==> src/rtl/axi_cmd_arbiter.sv <==
// Two-requester round-robin front end for a single AXI-lite master.
// One command at a time: grant in IDLE, pulse start in ISSUE, wait for the response or a timeout, report in DONE.
module axi_cmd_arbiter #(
  parameter int unsigned TIMEOUT = 1023
) (
  input  logic        aclk,
  input  logic        areset_n,
  input  logic        req0_valid,
  input  logic        req0_write,
  input  logic [31:0] req0_addr,
  input  logic [31:0] req0_wdata,
  input  logic [3:0]  req0_wstrb,
  output logic        req0_ready,
  output logic        req0_done,
  output logic [31:0] req0_rdata,
  output logic        req0_err,
  input  logic        req1_valid,
  input  logic        req1_write,
  input  logic [31:0] req1_addr,
  input  logic [31:0] req1_wdata,
  input  logic [3:0]  req1_wstrb,
  output logic        req1_ready,
  output logic        req1_done,
  output logic [31:0] req1_rdata,
  output logic        req1_err,
  output logic        start_write,
  output logic        start_read,
  output logic [31:0] addr,
  output logic [31:0] data,
  output logic [3:0]  wstrb,
  input  logic        bvalid,
  input  logic        bready,
  input  logic        rvalid,
  input  logic        rready,
  input  logic [31:0] rdata,
  output logic        busy
);

  typedef enum logic [1:0] {
    IDLE  = 2'd0,
    ISSUE = 2'd1,
    WAIT  = 2'd2,
    DONE  = 2'd3
  } state_t;

  localparam logic [15:0] CNT_LAST = 16'(TIMEOUT - 1);

  state_t      state_r, state_s;
  logic        last_grant_r, last_grant_s;
  logic        gnt_r, gnt_s;
  logic        is_write_r, is_write_s;
  logic [15:0] cnt_r, cnt_s;
  logic        complete_s;
  logic [31:0] rd_capture_s;
  logic [31:0] addr_s, data_s;
  logic [3:0]  wstrb_s;
  logic        req0_ready_s, req1_ready_s, req0_done_s, req1_done_s;
  logic [31:0] req0_rdata_s, req1_rdata_s;
  logic        req0_err_s, req1_err_s;
  logic        start_write_s, start_read_s, busy_s;

  // Next-state and next-output logic; ISSUE spans two cycles so ready and start land in separate cycles.
  always_comb begin
    state_s       = state_r;
    last_grant_s  = last_grant_r;
    gnt_s         = gnt_r;
    is_write_s    = is_write_r;
    cnt_s         = cnt_r;
    addr_s        = addr;
    data_s        = data;
    wstrb_s       = wstrb;
    req0_ready_s  = 1'b0;
    req1_ready_s  = 1'b0;
    req0_done_s   = 1'b0;
    req1_done_s   = 1'b0;
    req0_rdata_s  = req0_rdata;
    req1_rdata_s  = req1_rdata;
    req0_err_s    = req0_err;
    req1_err_s    = req1_err;
    start_write_s = 1'b0;
    start_read_s  = 1'b0;
    complete_s    = is_write_r ? (bvalid && bready) : (rvalid && rready);
    rd_capture_s  = (complete_s && !is_write_r) ? rdata : 32'd0;
    case (state_r)
      IDLE: begin
        if (req0_valid || req1_valid) begin
          if (req0_valid && req1_valid) begin
            gnt_s = ~last_grant_r;
          end else begin
            gnt_s = req1_valid;
          end
          last_grant_s = gnt_s;
          if (gnt_s) begin
            is_write_s   = req1_write;
            addr_s       = req1_addr;
            data_s       = req1_wdata;
            wstrb_s      = req1_wstrb;
            req1_ready_s = 1'b1;
          end else begin
            is_write_s   = req0_write;
            addr_s       = req0_addr;
            data_s       = req0_wdata;
            wstrb_s      = req0_wstrb;
            req0_ready_s = 1'b1;
          end
          state_s = ISSUE;
        end else begin
          state_s = IDLE;
        end
      end
      ISSUE: begin
        cnt_s = 16'd0;
        if (start_write || start_read) begin
          state_s = WAIT;
        end else begin
          start_write_s = is_write_r;
          start_read_s  = ~is_write_r;
        end
      end
      WAIT: begin
        // Completion takes priority over a coincident timeout.
        if (complete_s || (cnt_r == CNT_LAST)) begin
          state_s = DONE;
          if (gnt_r) begin
            req1_done_s  = 1'b1;
            req1_rdata_s = rd_capture_s;
            req1_err_s   = ~complete_s;
          end else begin
            req0_done_s  = 1'b1;
            req0_rdata_s = rd_capture_s;
            req0_err_s   = ~complete_s;
          end
        end else begin
          cnt_s = cnt_r + 16'd1;
        end
      end
      DONE: begin
        state_s = IDLE;
      end
      default: begin
        state_s = IDLE;
      end
    endcase
    busy_s = (state_s != IDLE);
  end

  // State and output registers; reset clears everything and favours req0 on first contention.
  always_ff @(posedge aclk or negedge areset_n) begin
    if (!areset_n) begin
      state_r      <= IDLE;
      last_grant_r <= 1'b1;
      gnt_r        <= 1'b0;
      is_write_r   <= 1'b0;
      cnt_r        <= 16'd0;
      addr         <= 32'd0;
      data         <= 32'd0;
      wstrb        <= 4'd0;
      req0_ready   <= 1'b0;
      req1_ready   <= 1'b0;
      req0_done    <= 1'b0;
      req1_done    <= 1'b0;
      req0_rdata   <= 32'd0;
      req1_rdata   <= 32'd0;
      req0_err     <= 1'b0;
      req1_err     <= 1'b0;
      start_write  <= 1'b0;
      start_read   <= 1'b0;
      busy         <= 1'b0;
    end else begin
      state_r      <= state_s;
      last_grant_r <= last_grant_s;
      gnt_r        <= gnt_s;
      is_write_r   <= is_write_s;
      cnt_r        <= cnt_s;
      addr         <= addr_s;
      data         <= data_s;
      wstrb        <= wstrb_s;
      req0_ready   <= req0_ready_s;
      req1_ready   <= req1_ready_s;
      req0_done    <= req0_done_s;
      req1_done    <= req1_done_s;
      req0_rdata   <= req0_rdata_s;
      req1_rdata   <= req1_rdata_s;
      req0_err     <= req0_err_s;
      req1_err     <= req1_err_s;
      start_write  <= start_write_s;
      start_read   <= start_read_s;
      busy         <= busy_s;
    end
  end

endmodule

==> config.mk <==
export PLATFORM = sky130hd
export DESIGN_NAME = axi_cmd_arbiter
export DESIGN_NICKNAME = d
export VERILOG_FILES = /design/src/rtl/axi_cmd_arbiter.sv
export SDC_FILE = /design/constraint.sdc
export NUM_CORES = 1
export LEC_CHECK = 0
export CAP_MARGIN = 25
export CORE_MARGIN = 3
export CORE_UTILIZATION = 35
export CTS_CLUSTER_DIAMETER = 80
export DETAILED_ROUTE_END_ITERATION = 12
export PLACE_DENSITY = 0.7
export SLEW_MARGIN = 20
export SYNTH_ARGS = -nofsm -noshare
export SYNTH_HDL_FRONTEND = slang
export SYNTH_SLANG_ARGS = --single-unit
==> constraint.sdc <==
create_clock -name aclk -period 5.06 [get_ports aclk]
set_clock_uncertainty 0.05 [all_clocks]
set_input_delay 1.012 -clock aclk [delete_from_list [all_inputs] [get_ports aclk]]
set_output_delay 1.012 -clock aclk [all_outputs]
set_load 0.01 [all_outputs]
==> qor.yml, run 1 <==
cts_resized: 0
htreeDepth: 4
critPathTopFamily: "buffers and inverters"
min_period_ps: 3090
synth_area_leader_cell: "dfrtp_1"
cts_hold_buf: 0
synth_nets: 696
drt_iter0_markers: 282
antenna_left: 0
path_buf_inv: 2
cts-root-buf: "clkbuf_16"
start_kind: "primary input"
cts_setup_buffers: 0
synth-async-reset-ratio_pct: 100
path_clk_slew_ps: 70
cts_tree: "built"
hold_viol_final: 0
grt_pass1_wl_um: 35500
setup_viol_count_final: 0
die_height_um: 144
final_cell_count_no_fill: 1068
crit_fanout: 31
areaGrowthSynthToFinish_pct: 59.7
drt_pass1_iterations: 4
grt_max_degree: 107
ys_top_cells_by_area: "dfrtp_1 (60%), a22o_1 (17%), a21o_1 (7.8%), clkbuf_1 (1.6%), mux2i_1 (1.3%)"
leakagePower_nw: 4.90
initial_core_util_pct: 36.4
synthCells: 516
hpwl_um: 16700
port_buffers: 318
finalWirelength_um: 23400
relSlewSlack_pct: 32.4
crit_arrival_ps: 3410
status: "complete, no violations"
dp_cells: 1031
reg2regPathDepth: 6
rows: 49
final.setup.tns_ps: 0
nFillCells: 1523
nNetsFinal: 1002
via_per_inst: 5.50
dieWidth_um: 144
hp-class: "primary input to async pin"
route.detailed.drc: 0
yosysMostFrequentCell: "dfrtp_1"
grt_pass1_vias: 6272
clk_latency_ps: 420
synth_area_sq_um: 6700
finalInstanceArea_sq_um: 10700
track_usage_pct: 22.2
core_sq_um: 18400
synth_top_area_share_pct: 60.1
period_share_pct: 61.1
power_density_nw_per_um2: 572
overflow: 0
yosys_register_bits: 162
synthDistinctLibCells: 42
cp_slowest_cell: "a21boi_0"
gp_congestion: 0.851
utilization_pct: 58.2
avgRoutedWirePerCell_um: 21.9
cp.required_ps: 5380
synth_common_cells: "dfrtp_1 (161), a22o_1 (132), a21o_1 (70), clkbuf_1 (29), nand2_1 (13)"
synth-edff-count: 0
cp_slowest_stage_delay_ps: 560
seq_area_frac_synth_pct: 60.5
cp-end-kind: "flop"
ys.warnings.count: 0
numCtsBuffers: 17
peakVddDrop_mv: 0.313
cp.depth: 6
boundaryPins: 319
timing.fmax_ghz: 0.323
dpl_cell_area_sq_um: 10100
crit_chain: "clkdlybuf4s50_1 > a21boi_0 > and2_2 > buf_4 > a22o_1 > a21o_1"
vias: 5871
numClockSinks: 162
die_area_sq_um: 20800
drv_cap: 0
drive_gt1_share_pct: 6.59
synth_flop_cell: "dfrtp_1"
tightest_slew_ps: 1010
rsz0062_at_grt: "no"
path_class: "primary input to flop"
avgSynthCellArea_sq_um: 13.0
antenna_found_initial: 3
drv_slew: 0
cts_max_path_buffers: 2
-- kinds of logic (layout without fill, tap and decap cells) --
logic type / after synthesis / count (layout) / share of synthesized area (%)
simple gates: 73 / 73 / 6.52
buf+inv: 44 / 363 / 3.27
other cells: 0 / 4 / 0
mux: 10 / 10 / 1.51
fa+ha+maj: 2 / 2 / 0.373
flops: 162 / 162 / 60.5
compound gates: 225 / 225 / 27.8
-- worst paths after layout --
check	start	end	slack [ps]
max in group asynchronous	areset_n	req0_rdata[8]	3740
max	req1_valid	data[16]	1970
min in group aclk	cnt_r[15]	cnt_r[15]	430
min reg2reg	cnt_r[15]	cnt_r[15]	430
max reg2reg	cnt_r[0]	req1_rdata[8]	2080
min	areset_n	data[4]	430
-- layout by cell type, fill, tap and decap left out, types with 8 or more instances in the layout --
cell / instances
buf_4: 8
a21o_1: 70
dfrtp_1: 161
clkbuf_16: 17
nand2_1: 13
nor4_1: 9
nand3_1: 10
a22o_1: 132
clkdlybuf4s50_1: 317
mux2i_1: 9
-- metal layers --
| metal | share of wire, % | track usage (%) | up-vias |
|---|---|---|---|
| met2 | 52 | 37.3 | 256 |
| met1 | 37 | 25.8 | 2963 |
| li1 | - | - | 2614 |
| met4 | 3.1 | 9.77 | 0 |
| met5 | 0 | 0 | - |
| met3 | 8.3 | 7.41 | 38 |
-- through the flow --
stage | hold slack [ps] | setup slack, ps | power (mW)
2_1_floorplan | 400 | 2750 | 3.33
3_3_place_gp | 421 | 1690 | 4.72
3_5_place_dp | 429 | 1580 | 4.79
4_1_cts | 437 | 2020 | 6.18
5_1_grt | 427 | 1870 | 6.46
6_report | 427 | 1970 | 6.13
-- area by class of cell --
class	instances	area [sq um]	share of cell area, %
timing repair buffer	327	3270	30.6
inverter	4	15.0	0.140
clock buffer	17	425	3.97
tap	229	287	2.68
sequential	162	4060	37.9
clock inverter	15	189	1.76
multi-input combinational	310	2450	22.9
antenna	4	10.0	0.0935
-- report_power, final --
part	total, mW	switching [mW]	internal [mW]
sequential	2.12	0.313	1.81
clock	1.35	0.602	0.753
combinational	2.65	1.10	1.55
total	6.13	2.02	4.11
-- state kept, by name, summed over array words and instances, names as in the netlist --
signal and flops:
addr 32, busy 1, cnt_r 16, data 32, gnt_r 1, is_write_r 1, last_grant_r 1, req0_done 1
req0_err 1, req0_rdata 32, req0_ready 1, req1_done 1, req1_err 1, req1_rdata 32, req1_ready 1, start_read 1
start_write 1, state_r 2, wstrb 4
No activity file was read; power rests on OpenSTA's default activity.
==> inputs of run 2 (changes only) <==
--- a/config.mk
+++ b/config.mk
@@ -10,7 +10,7 @@
 export CORE_UTILIZATION = 35
 export CTS_CLUSTER_DIAMETER = 80
 export DETAILED_ROUTE_END_ITERATION = 12
-export PLACE_DENSITY = 0.7
+export PLACE_DENSITY = 0.73
 export SLEW_MARGIN = 20
 export SYNTH_ARGS = -nofsm -noshare
 export SYNTH_HDL_FRONTEND = slang
==> constraint.sdc (replaced) <==
create_clock -name aclk -period 2.6 [get_ports aclk]
set_clock_uncertainty 0.05 [all_clocks]
set_input_delay 0.52 -clock aclk [delete_from_list [all_inputs] [get_ports aclk]]
set_output_delay 0.52 -clock aclk [all_outputs]
set_load 0.01 [all_outputs]
==> qor.yml, run 2 (same netlist as run 1, synthesis figures left out) <==
layout_commonest_cell: "clkdlybuf4s50_1"
clk_latency_ps: 420
leakagePower_nw: 4.96
gp_congestion: 0.826
die_area_sq_um: 20800
cp-startpoint: "cnt_r[0]"
power_density_nw_per_um2: 1090
hp-class: "primary input to async pin"
track_usage_pct: 20.8
status: "complete, no violations"
crit_arrival_ps: 2710
antenna_found_initial: 3
final_cell_count_no_fill: 1077
dieWidth_um: 144
grt_max_degree: 62
start_kind: "flop"
timing.fmax_ghz: 0.414
relSlewSlack_pct: 37.3
numCtsBuffers: 17
cp_slowest_stage_delay_ps: 560
setup_viol_count_final: 0
die_height_um: 144
avgRoutedWirePerCell_um: 20.5
grt_pass1_wl_um: 33600
initial_core_util_pct: 36.4
final.setup.tns_ps: 0
cts_resized: 0
route.detailed.drc: 0
reg2regPathDepth: 6
worstSetupEndpoint: "cnt_r[14]"
cts_tree: "built"
cts_hold_buf: 0
overflow: 0
nNetsFinal: 1011
core_sq_um: 18400
min_period_ps: 2420
cp.depth: 6
path_buf_inv: 1
crit_chain: "inv_1 > ha_1 > or4b_4 > or4_1 > a21oi_2 > a221o_1"
whs_ps: 27.7
rows: 49
layout_setup_ws_ps: 185
tightest_slew_ps: 937
reg2reg_slack_ps: 180
vias: 5757
p_total_mw: 11.8
finalWirelength_um: 22100
cp.required_ps: 2900
path_clk_slew_ps: 70
cts_max_path_buffers: 2
finalInstanceArea_sq_um: 10800
port_buffers: 318
drt_pass1_iterations: 4
layout_common_cells: "clkdlybuf4s50_1 (317), dfrtp_1 (161), a22o_1 (132), a21o_1 (70), clkbuf_16 (17)"
hold_viol_final: 0
path_class: "flop to flop"
cts-root-buf: "clkbuf_16"
grt_pass1_vias: 6045
critPathTopFamily: "simple AND/OR/NAND/NOR gates"
drt_iter0_markers: 247
boundaryPins: 319
rsz0062_at_grt: "no"
cts_setup_buffers: 0
drv_cap: 0
dp_slack_ps: 78.6
numClockSinks: 162
period_share_pct: 92.9
dpl_cell_area_sq_um: 10200
peakVddDrop_mv: 0.602
reg2reg_from: "cnt_r[0]"
drive_gt1_share_pct: 7.58
crit_fanout: 6
drv_slew: 0
hpwl_um: 16000
cp_slowest_cell: "or4_1"
cp-end-kind: "flop"
htreeDepth: 4
areaGrowthSynthToFinish_pct: 61.6
utilization_pct: 58.9
via_per_inst: 5.35
antenna_left: 0
nFillCells: 1564
reg2reg_to: "cnt_r[14]"
dp_cells: 1041
run 2: worst reg2reg max path, delay by kind of cell (launching register included):
kind                     cells  cell delay (ps)
AO/OA/AOI/OAI                2              580
adder cells (fa/ha/maj)      1              160
buffers and inverters        1               80
flip-flops                   1              430
AND/OR/NAND/NOR              2             1050
run 2: where the power goes:
| part | switching, mW | internal (mW) |
|---|---|---|
| combinational | 2.10 | 3.08 |
| sequential | 0.578 | 3.51 |
| clock | 1.25 | 1.32 |
| total | 3.93 | 7.92 |
run 2: how the worst min path moves through the flow:
stage	start	end	slack, ps	depth (start not counted)
5_1_grt	areset_n	cnt_r[7]	60	1
3_5_place_dp	req1_rdata[13]	req1_rdata[13]	440	1
2_1_floorplan	areset_n	addr[0]	170	0
4_1_cts	areset_n	cnt_r[5]	40	1
6_report	areset_n	cnt_r[5]	30	1
3_3_place_gp	cnt_r[15]	cnt_r[15]	420	1
run 2: final cells by class:
class	instances	area [sq um]	share of cell area (%)
sequential	162	4060	37.4
timing repair buffer	336	3380	31.2
multi-input combinational	310	2450	22.6
clock buffer	17	425	3.93
tap	229	287	2.64
clock inverter	15	206	1.91
inverter	4	15.0	0.139
antenna	4	10.0	0.0924
run 2: metal layers:
layer  GRT usage (%)  vias up  wire [um]  part of all wire (%)
met3            7.37       21       1850                   8.4
met2            33.6      224      11000                    50
met5               0        -          0                     0
li1                -     2645          -                     -
met1            26.1     2867       8900                    40
met4            6.97        0        295                   1.3
==> inputs of run 3 (changes only) <==
--- a/config.mk
+++ b/config.mk
@@ -7,10 +7,10 @@
 export LEC_CHECK = 0
 export CAP_MARGIN = 25
 export CORE_MARGIN = 3
-export CORE_UTILIZATION = 35
+export CORE_UTILIZATION = 41
 export CTS_CLUSTER_DIAMETER = 80
 export DETAILED_ROUTE_END_ITERATION = 12
-export PLACE_DENSITY = 0.73
+export PLACE_DENSITY = 0.8
 export SLEW_MARGIN = 20
 export SYNTH_ARGS = -nofsm -noshare
 export SYNTH_HDL_FRONTEND = slang
==> constraint.sdc (replaced) <==
create_clock -name aclk -period 2.35 [get_ports aclk]
set_clock_uncertainty 0.05 [all_clocks]
set_input_delay 0.47 -clock aclk [delete_from_list [all_inputs] [get_ports aclk]]
set_output_delay 0.47 -clock aclk [all_outputs]
set_load 0.01 [all_outputs]
==> qor.yml, run 3 (same netlist as run 1, synthesis figures left out) <==
hpwl_um: 16400
start_kind: "flop"
route.detailed.drc: 0
dieWidth_um: 134
layout_common_cells: "clkdlybuf4s50_1 (317), dfrtp_1 (161), a22o_1 (132), a21o_1 (70), buf_4 (19)"
core_sq_um: 15900
finalWirelength_um: 22700
drt_pass1_iterations: 5
hold-path-cell-count: 1
port_buffers: 318
gp_congestion: 0.830
die_area_sq_um: 17900
nFillCells: 1130
timing.fmax_ghz: 0.456
track_usage_pct: 25.2
leakagePower_nw: 5.00
hold_viol_final: 0
cp-startpoint: "cnt_r[0]"
cts-root-buf: "clkbuf_16"
layout_commonest_cell: "clkdlybuf4s50_1"
antenna_left: 0
grt_max_degree: 69
rsz0062_at_grt: "no"
antenna_found_initial: 0
hp-class: "flop to flop"
dp_slack_ps: -144
boundaryPins: 319
reg2reg_slack_ps: 160
relSlewSlack_pct: 42.9
reg2regPathDepth: 8
cts_tree: "built"
clk_latency_ps: 430
crit_fanout: 33
rows: 46
path_class: "flop to flop"
numCtsBuffers: 17
areaGrowthSynthToFinish_pct: 61.8
power_density_nw_per_um2: 1210
vias: 6027
drv_slew: 0
cp.required_ps: 2600
diodes: 0
cts_setup_buffers: 0
die_height_um: 134
path_clk_slew_ps: 70
nNetsFinal: 1019
grt_pass1_vias: 6349
hold_end: "req0_rdata[13]"
numClockSinks: 162
via_per_inst: 5.64
layout_setup_ws_ps: 156
whs_ps: 457
peakVddDrop_mv: 0.735
period_share_pct: 93.4
drv_cap: 0
initial_core_util_pct: 42.0
cts_max_path_buffers: 2
reg2reg_to: "req1_rdata[10]"
min_period_ps: 2190
crit_arrival_ps: 2450
drive_gt1_share_pct: 8.33
hp-start: "req0_rdata[13]"
cp-end-kind: "flop"
reg2reg_from: "cnt_r[0]"
avgRoutedWirePerCell_um: 21.2
setup_viol_count_final: 0
grt_pass1_wl_um: 35400
status: "complete, no violations"
overflow: 0
htreeDepth: 4
drt_iter0_markers: 299
tightest_slew_ps: 854
run 3: changes by cell type in the layout (fill, tap and decap cells not counted), moves of 3 or more:
cell / change
diode_2: -4
inv_6: +3
buf_4: +6
clkinv_8: -6
inv_8: +4
run 3: final cells by class:
type                       instances  area (sq um)  share of cell area (%)
tap                              216           270                    2.49
multi-input combinational        310          2460                    22.7
sequential                       162          4060                    37.4
timing repair buffer             344          3460                    31.9
inverter                           4          15.0                   0.138
clock inverter                    15           160                    1.48
clock buffer                      17           425                    3.92
run 3: critical path: stages (launching register included):
cell and delay [ps]:
dfrtp_1 370, inv_1 60, ha_1 130, or4b_4 480, nor4_4 250, buf_4 210
o21ai_4 60, buf_12 180, a22o_1 270
run 3: timing repair:
action / 4_1_cts / 5_1_grt
endpoints found under the setup margin: 0 / 6
hold buffers: 1 / 0
gates resized for setup: 0 / 1
endpoints found under the hold margin: 50 / 0
run 3: power by group:
part	internal, mW	leakage [nW]	switching (mW)
registers	3.89	2.07	0.682
clock network	1.43	0.291	1.32
logic	3.44	2.63	2.39
run 3: worst max path at each step:
stage	end	slack [ps]	depth (start not counted)
floorplan	cnt_r[14]	140	7
global placement	data[25]	-80	7
detailed placement	addr[6]	-140	7
CTS	cnt_r[0]	90	6
global route	cnt_r[0]	70	6
finish	req1_rdata[10]	160	8
run 3: metrics by stage:
| step | util [%] | cells | setup TNS, ps | power (mW) | cell area [sq um] |
|---|---|---|---|---|---|
| 6_report | 68.0 | 1068 | 0 | 13.1 | 10800 |
| 5_1_grt | 68.0 | 1068 | 0 | 13.8 | 10800 |
| 4_1_cts | 68.0 | 1068 | 0 | 13.2 | 10800 |
| 3_5_place_dp | 64.2 | 1035 | -8100 | 10.4 | 10200 |
| 3_3_place_gp | 64.2 | 1035 | -4950 | 10.2 | 10200 |
| 2_1_floorplan | - | 516 | 0 | 7.16 | 6700 |
run 3: per-layer routing:
metal,vias up,wire (um),GRT usage (%)
li1,2642,-,-
met1,3059,8660,29.1
met2,278,11600,43.9
met3,48,1740,8.14
met4,0,639,9.14
met5,-,0,0
